--- config.mk ---
export PLATFORM = sky130hd
export DESIGN_NAME = pipe_hazard_ctrl_flat
export DESIGN_NICKNAME = d
export VERILOG_FILES = /design/src/rtl/pipe_hazard_ctrl_pkg.sv /design/src/rtl/pipe_hazard_ctrl_if.sv /design/src/rtl/pipe_hazard_ctrl_fwd_unit.sv /design/src/rtl/pipe_hazard_ctrl.sv /design/src/flat_wrapper.sv
export SDC_FILE = /design/constraint.sdc
export NUM_CORES = 1
export LEC_CHECK = 0
export ABC_AREA = 1
export CAP_MARGIN = 20
export CORE_MARGIN = 5
export CORE_UTILIZATION = 37
export CTS_CLUSTER_DIAMETER = 60
export CTS_CLUSTER_SIZE = 25
export DETAILED_ROUTE_END_ITERATION = 8
export GPL_TIMING_DRIVEN = 0
export PLACE_DENSITY = 0.95
export SETUP_SLACK_MARGIN = 0.2
export SYNTH_ARGS = -nofsm -noshare
export SYNTH_HDL_FRONTEND = slang
export SYNTH_SLANG_ARGS = --single-unit
--- constraint.sdc ---
create_clock -name clk -period 1.7 [get_ports clk]
set_input_delay 0.34 -clock clk [delete_from_list [all_inputs] [get_ports clk]]
set_output_delay 0.34 -clock clk [all_outputs]
set_load 0.02 [all_outputs]
--- src/rtl/pipe_hazard_ctrl_pkg.sv ---
// pipe_hazard_ctrl_pkg: controller state encoding, forwarding selects and counter sizing
package pipe_hazard_ctrl_pkg;
   typedef enum logic [1:0] {RUN, MDU, DRAIN, HALT} state_e;
   localparam logic [1:0] FWD_RF = 2'b00, FWD_WB = 2'b01, FWD_MEM = 2'b10;
   function automatic int cnt_width(int a, int b);
      return $clog2(a > b ? a : b);
   endfunction
endpackage

--- src/rtl/pipe_hazard_ctrl_if.sv ---
// pipe_hazard_ctrl_if: pipeline-to-hazard-controller signal bundle
interface pipe_hazard_ctrl_if;
   logic [4:0] Rs1D, Rs2D, Rs1E, Rs2E, RdE, RdM, RdW;
   logic       ResultSrcE0, RegWriteM, RegWriteW, PCSrcE, MduStartE, halt_req, resume;
   logic       StallF, StallD, StallE, FlushD, FlushE, FlushM, mdu_done, halted;
   logic [1:0] ForwardAE, ForwardBE;
   modport master (
      output Rs1D, Rs2D, Rs1E, Rs2E, RdE, RdM, RdW,
      output ResultSrcE0, RegWriteM, RegWriteW, PCSrcE, MduStartE, halt_req, resume,
      input  StallF, StallD, StallE, FlushD, FlushE, FlushM, mdu_done, halted, ForwardAE, ForwardBE
   );
   modport slave (
      input  Rs1D, Rs2D, Rs1E, Rs2E, RdE, RdM, RdW,
      input  ResultSrcE0, RegWriteM, RegWriteW, PCSrcE, MduStartE, halt_req, resume,
      output StallF, StallD, StallE, FlushD, FlushE, FlushM, mdu_done, halted, ForwardAE, ForwardBE
   );
endinterface

--- src/rtl/pipe_hazard_ctrl_fwd_unit.sv ---
// fwd_unit: selects the forwarding source for one Execute operand, Memory beating Writeback
module fwd_unit
   import pipe_hazard_ctrl_pkg::*;
(
   input  logic [4:0] rs_i,
   input  logic [4:0] rd_m_i,
   input  logic [4:0] rd_w_i,
   input  logic       reg_write_m_i,
   input  logic       reg_write_w_i,
   output logic [1:0] fwd_o
);
   always_comb fwd_o = (reg_write_m_i && rd_m_i != '0 && rd_m_i == rs_i) ? FWD_MEM :
                       (reg_write_w_i && rd_w_i != '0 && rd_w_i == rs_i) ? FWD_WB : FWD_RF;
endmodule

--- src/rtl/pipe_hazard_ctrl.sv ---
// pipe_hazard_ctrl: stall/flush/forward control with MDU sequencing and debug halt/drain/resume
module pipe_hazard_ctrl
   import pipe_hazard_ctrl_pkg::*;
#(
   parameter int MDU_CYCLES   = 4,
   parameter int DRAIN_CYCLES = 3
) (
   input logic               clk,
   input logic               reset,
   pipe_hazard_ctrl_if.slave bus
);
   localparam int CW = cnt_width(MDU_CYCLES, DRAIN_CYCLES);
   localparam logic [CW-1:0] MDU_LOAD   = CW'(MDU_CYCLES - 2);
   localparam logic [CW-1:0] DRAIN_LOAD = CW'(DRAIN_CYCLES - 1);

   state_e        state_q, state_d;
   logic [CW-1:0] cnt_q, cnt_d;
   logic          halt_pend_q, halt_pend_d;
   logic          lw_stall, mdu_start, hold, cnt_zero, run, drain;

   fwd_unit u_fwd_a (
      .rs_i(bus.Rs1E), .rd_m_i(bus.RdM), .rd_w_i(bus.RdW),
      .reg_write_m_i(bus.RegWriteM), .reg_write_w_i(bus.RegWriteW), .fwd_o(bus.ForwardAE)
   );
   fwd_unit u_fwd_b (
      .rs_i(bus.Rs2E), .rd_m_i(bus.RdM), .rd_w_i(bus.RdW),
      .reg_write_m_i(bus.RegWriteM), .reg_write_w_i(bus.RegWriteW), .fwd_o(bus.ForwardBE)
   );

   assign run       = state_q == RUN;
   assign drain     = state_q == DRAIN;
   assign cnt_zero  = cnt_q == '0;
   assign lw_stall  = bus.ResultSrcE0 && bus.RdE != '0 && (bus.RdE == bus.Rs1D || bus.RdE == bus.Rs2D);
   // an MDU op freezes the front end and feeds bubbles into Memory until its last cycle
   assign mdu_start = (run || drain) && bus.MduStartE;
   assign hold      = mdu_start || (state_q == MDU && !cnt_zero);

   assign bus.StallE   = hold;
   assign bus.FlushM   = hold;
   assign bus.StallD   = hold || (run && lw_stall);
   assign bus.StallF   = hold || (run && lw_stall) || (drain && !bus.PCSrcE) || state_q == HALT;
   assign bus.FlushD   = !hold && ((run && bus.PCSrcE) || drain || state_q == HALT);
   assign bus.FlushE   = !hold && (((run || drain) && bus.PCSrcE) || (run && lw_stall));
   assign bus.mdu_done = state_q == MDU && cnt_zero;
   assign bus.halted   = state_q == HALT;

   always_comb begin
      state_d = mdu_start        ? MDU
              : run              ? (halt_pend_q ? DRAIN : RUN)
              : state_q == MDU   ? (!cnt_zero ? MDU : halt_pend_q ? DRAIN : RUN)
              : drain            ? (cnt_zero ? HALT : DRAIN)
              : (bus.resume ? RUN : HALT);
      cnt_d = mdu_start          ? MDU_LOAD
            : state_q == HALT    ? cnt_q
            : (run || cnt_zero)  ? DRAIN_LOAD
            : cnt_q - 1'b1;
      halt_pend_d = (state_q == HALT && bus.resume) ? 1'b0
                  : halt_pend_q || (bus.halt_req && state_q != HALT);
   end

   always_ff @(posedge clk) begin
      if (reset) begin
         state_q     <= RUN;
         cnt_q       <= '0;
         halt_pend_q <= 1'b0;
      end else begin
         state_q     <= state_d;
         cnt_q       <= cnt_d;
         halt_pend_q <= halt_pend_d;
      end
   end
endmodule

--- src/flat_wrapper.sv ---
// flat-port wrapper written by rule: the top's interface ports become plain ports
module pipe_hazard_ctrl_flat import pipe_hazard_ctrl_pkg::*;
#(
   parameter int MDU_CYCLES   = 4,
   parameter int DRAIN_CYCLES = 3
)
  (clk, reset, bus_Rs1D, bus_Rs2D, bus_Rs1E, bus_Rs2E, bus_RdE, bus_RdM, bus_RdW, bus_ResultSrcE0, bus_RegWriteM, bus_RegWriteW, bus_PCSrcE, bus_MduStartE, bus_halt_req, bus_resume, bus_StallF, bus_StallD, bus_StallE, bus_FlushD, bus_FlushE, bus_FlushM, bus_mdu_done, bus_halted, bus_ForwardAE, bus_ForwardBE);
  pipe_hazard_ctrl_if bus_i ();
  input logic clk;
  input logic reset;
  input wire logic [$bits(bus_i.Rs1D)-1:0] bus_Rs1D;
  input wire logic [$bits(bus_i.Rs2D)-1:0] bus_Rs2D;
  input wire logic [$bits(bus_i.Rs1E)-1:0] bus_Rs1E;
  input wire logic [$bits(bus_i.Rs2E)-1:0] bus_Rs2E;
  input wire logic [$bits(bus_i.RdE)-1:0] bus_RdE;
  input wire logic [$bits(bus_i.RdM)-1:0] bus_RdM;
  input wire logic [$bits(bus_i.RdW)-1:0] bus_RdW;
  input wire logic [$bits(bus_i.ResultSrcE0)-1:0] bus_ResultSrcE0;
  input wire logic [$bits(bus_i.RegWriteM)-1:0] bus_RegWriteM;
  input wire logic [$bits(bus_i.RegWriteW)-1:0] bus_RegWriteW;
  input wire logic [$bits(bus_i.PCSrcE)-1:0] bus_PCSrcE;
  input wire logic [$bits(bus_i.MduStartE)-1:0] bus_MduStartE;
  input wire logic [$bits(bus_i.halt_req)-1:0] bus_halt_req;
  input wire logic [$bits(bus_i.resume)-1:0] bus_resume;
  output wire logic [$bits(bus_i.StallF)-1:0] bus_StallF;
  output wire logic [$bits(bus_i.StallD)-1:0] bus_StallD;
  output wire logic [$bits(bus_i.StallE)-1:0] bus_StallE;
  output wire logic [$bits(bus_i.FlushD)-1:0] bus_FlushD;
  output wire logic [$bits(bus_i.FlushE)-1:0] bus_FlushE;
  output wire logic [$bits(bus_i.FlushM)-1:0] bus_FlushM;
  output wire logic [$bits(bus_i.mdu_done)-1:0] bus_mdu_done;
  output wire logic [$bits(bus_i.halted)-1:0] bus_halted;
  output wire logic [$bits(bus_i.ForwardAE)-1:0] bus_ForwardAE;
  output wire logic [$bits(bus_i.ForwardBE)-1:0] bus_ForwardBE;
  assign bus_i.Rs1D = bus_Rs1D;
  assign bus_i.Rs2D = bus_Rs2D;
  assign bus_i.Rs1E = bus_Rs1E;
  assign bus_i.Rs2E = bus_Rs2E;
  assign bus_i.RdE = bus_RdE;
  assign bus_i.RdM = bus_RdM;
  assign bus_i.RdW = bus_RdW;
  assign bus_i.ResultSrcE0 = bus_ResultSrcE0;
  assign bus_i.RegWriteM = bus_RegWriteM;
  assign bus_i.RegWriteW = bus_RegWriteW;
  assign bus_i.PCSrcE = bus_PCSrcE;
  assign bus_i.MduStartE = bus_MduStartE;
  assign bus_i.halt_req = bus_halt_req;
  assign bus_i.resume = bus_resume;
  assign bus_StallF = bus_i.StallF;
  assign bus_StallD = bus_i.StallD;
  assign bus_StallE = bus_i.StallE;
  assign bus_FlushD = bus_i.FlushD;
  assign bus_FlushE = bus_i.FlushE;
  assign bus_FlushM = bus_i.FlushM;
  assign bus_mdu_done = bus_i.mdu_done;
  assign bus_halted = bus_i.halted;
  assign bus_ForwardAE = bus_i.ForwardAE;
  assign bus_ForwardBE = bus_i.ForwardBE;
  pipe_hazard_ctrl #(.MDU_CYCLES(MDU_CYCLES), .DRAIN_CYCLES(DRAIN_CYCLES)) u_core (.clk(clk), .reset(reset), .bus(bus_i));
endmodule
==> qor.yml <==
status: "finished clean"
crit_required_ns: 1.36
hold_ws_ns: 0.456
pin_count: 56
regToRegSetupSlack_ns: 0.49
leakagePower_nw: 0.790
setup_viol: 0
ys_seq_elements: 5
synth-edff-count: 0
synth_area_leaders: "xnor2_1 18%, nand2_1 16%, dfxtp_1 13%, inv_1 11%, nor2_1 9.0%"
power_density_nw_per_um2: 526
critPathMaxStageDelay_ns: 0.33
layout_min_cycle_time_ns: 1.59
grt_start_max_net_pins: 8
drt-met1-wl_um: 1160
min_from: "u_core.halt_pend_q"
worst_slew_pin_slew_ns: 0.233
netlist_area_um2: 793
rows: 16
clockBufferDepth: 2
async_reset_ff_share_pct: 0
drc: 0
path_class: "register to output port"
first_pass_iters: 4
hold_viol: 0
max_slew_margin_pct: 84.3
cts_buffers: 3
dp_hpwl_um: 2360
critPathMostFrequentCell: "inv_2"
hold_path_class: "register to register"
grt_pass1_vias: 1175
n_fill_cell: 158
ant_nets: 0
top_layer: "met4"
regToRegEndpoint: "u_core.state_q[0]"
clk_pin_slew_ns: 0.05
wl_met3_um: 159
dieHeight_um: 56.3
crit_chain: "inv_2, ha_4, o21ai_4, inv_2, nand3_2, buf_6"
cts-hold-fix-buffers: 0
routed_via_density: 4.84
post_dp_cell_area_um2: 1390
yosys.area.top_type_share_pct: 17.7
synth.distinct_cells: 21
cts_sinks: 5
holdPathStages: 2
synthesis.nets: 182
gr-total-overflow: 0
port_buffers: 55
drt_iter0_markers: 26
rsz0062_at_grt: "true"
cts_tree: "built"
multi_input_area_um2: 703
seq_area_um2: 105
r2r_start: "u_core.cnt_q[0]"
vias: 1109
final_area_um2: 1500
syn-mean-instance-area_um2: 5.79
dieArea_um2: 3170
diodes: 0
gp_congestion: 0.852
yosysMostFrequentCell: "nand2_1"
grt_use_total_pct: 18.7
grt_pass1_wl_um: 4890
synth-main-ff-cell: "dfxtp_1"
ys_warn_count: 0
clock.fmax_ghz: 0.627
yosys.area.top_type: "xnor2_1"
area_growth_pct: 88.8
drive_above_1_share_pct: 46.0
core-area_um2: 2000
antenna_found_initial: 0
final_net_count: 248
cp_data_arrival_time_ns: 1.25
ys_seq_area_share_pct: 12.6
endpoint_kind: "output port"
routed_wl_um: 3060
syn_inst: 137
cp_max_fo: 5
met2_length_um: 1650
crit_slowest_cell: "dfxtp_2"
vdd_drop_max_v: 0.000418
clockRootBuffer: "clkbuf_4"
skew_ns: 0.00180
maxCapViolCount: 0
synth_common_cells: "34 x nand2_1, 24 x inv_1, 19 x nor2_1"
worstHoldEndpoint: "u_core.state_q[1]"
clk_latency_ns: 0.25
start_util_pct: 39.6
die_width_um: 56.3
slew_violations: 0
period_share_pct: 93.8
htreeDepth: 1
crit_path_start_kind: "register"
power_uw: 788
wl_per_cell_um: 13.3
r2r_cells: 6
post-route-util_pct: 74.8
## worst max-delay path, delay by kind of cell, from the launching register on
kind	cells	cell delay, ns
AOI/OAI and AO/OA	1	0.22
adders and majority gates	1	0.16
and+or+nand+nor	1	0.07
buffers and inverters	3	0.23
DFF	1	0.33
## where the power goes
| part | switching (mW) | internal [mW] |
|---|---|---|
| registers | 0.0137 | 0.134 |
| clock network | 0.0545 | 0.0891 |
| logic | 0.247 | 0.250 |
## what timing repair did
item	in CTS	in global routing
endpoints found under the setup margin	12	12
setup buffers	4	2
pin swaps	48	25
gates resized for setup	235	24
## how the worst max path moves through the flow
stage                    startpoint    endpoint  slack, ns  cells after the start
finish              u_core.cnt_q[0]  bus_StallF       0.11                      6
global route             bus_RdE[2]  bus_FlushE       0.04                     10
CTS                 u_core.cnt_q[0]  bus_StallF       0.09                      6
detailed placement       bus_RdE[2]  bus_FlushE      -0.77                     10
global placement         bus_RdE[4]  bus_FlushE      -0.72                     10
floorplan           u_core.cnt_q[0]  bus_StallF       0.21                      5
## registers in the layout, indices dropped and copies added, names as in the netlist
| name | cells |
|---|---|
| u_core.cnt_q | 2 |
| u_core.halt_pend_q | 1 |
| u_core.state_q | 2 |
## cell usage in the layout (no fill, tap or decap), types with 2 or more instances in the layout
cell and n:
buf_4 13, nand3_1 2, xnor2_1 9, clkbuf_4 3, dlygate4sd2_1 5, nor2_1 15, dfxtp_2 4, xnor2_2 7
buf_6 18, clkbuf_2 2, o21ai_0 4, clkdlybuf4s15_2 2, clkdlybuf4s50_1 4, buf_2 15, nand2_1 30, nor2_2 2
xor2_1 6, a21oi_1 4, inv_1 16, o21ai_4 2, nor2_4 2, buf_8 2, nor3_2 2, nand2_2 6
nand4_1 6, inv_2 10
## cells by family (layout without fill, tap and decap cells)
logic type,after synthesis,count (layout),synth area share (%)
buf+inv,27,92,13.3
compound gates,15,15,11.8
flops,5,5,12.6
fa+ha+maj,1,1,1.58
xor+xnor,22,22,24.3
simple gates,67,67,36.4
## layout make-up
type	count	share of cell area, %
Timing Repair Buffer	61	34.8
Sequential cell	5	7.02
Inverter	26	6.52
Clock buffer	4	1.75
Buffer	1	0.752
Tap cell	27	2.26
Multi-Input combinational cell	105	47.0
## layer usage
layer  GRT usage, %  up-vias
met3           3.44       11
met2           36.6       48
li1               -      555
met5              0        -
met1           19.5      495
met4           6.78        0
## per-stage QoR
stage,instances,setup slack [ns],TNS [ns]
2_1_floorplan,137,0.214,0
3_3_place_gp,219,-0.724,-5.79
3_5_place_dp,219,-0.765,-6.24
4_1_cts,227,0.0920,0
5_1_grt,229,0.0397,0
6_report,229,0.106,0
No activity file was read; power rests on OpenSTA's default activity.
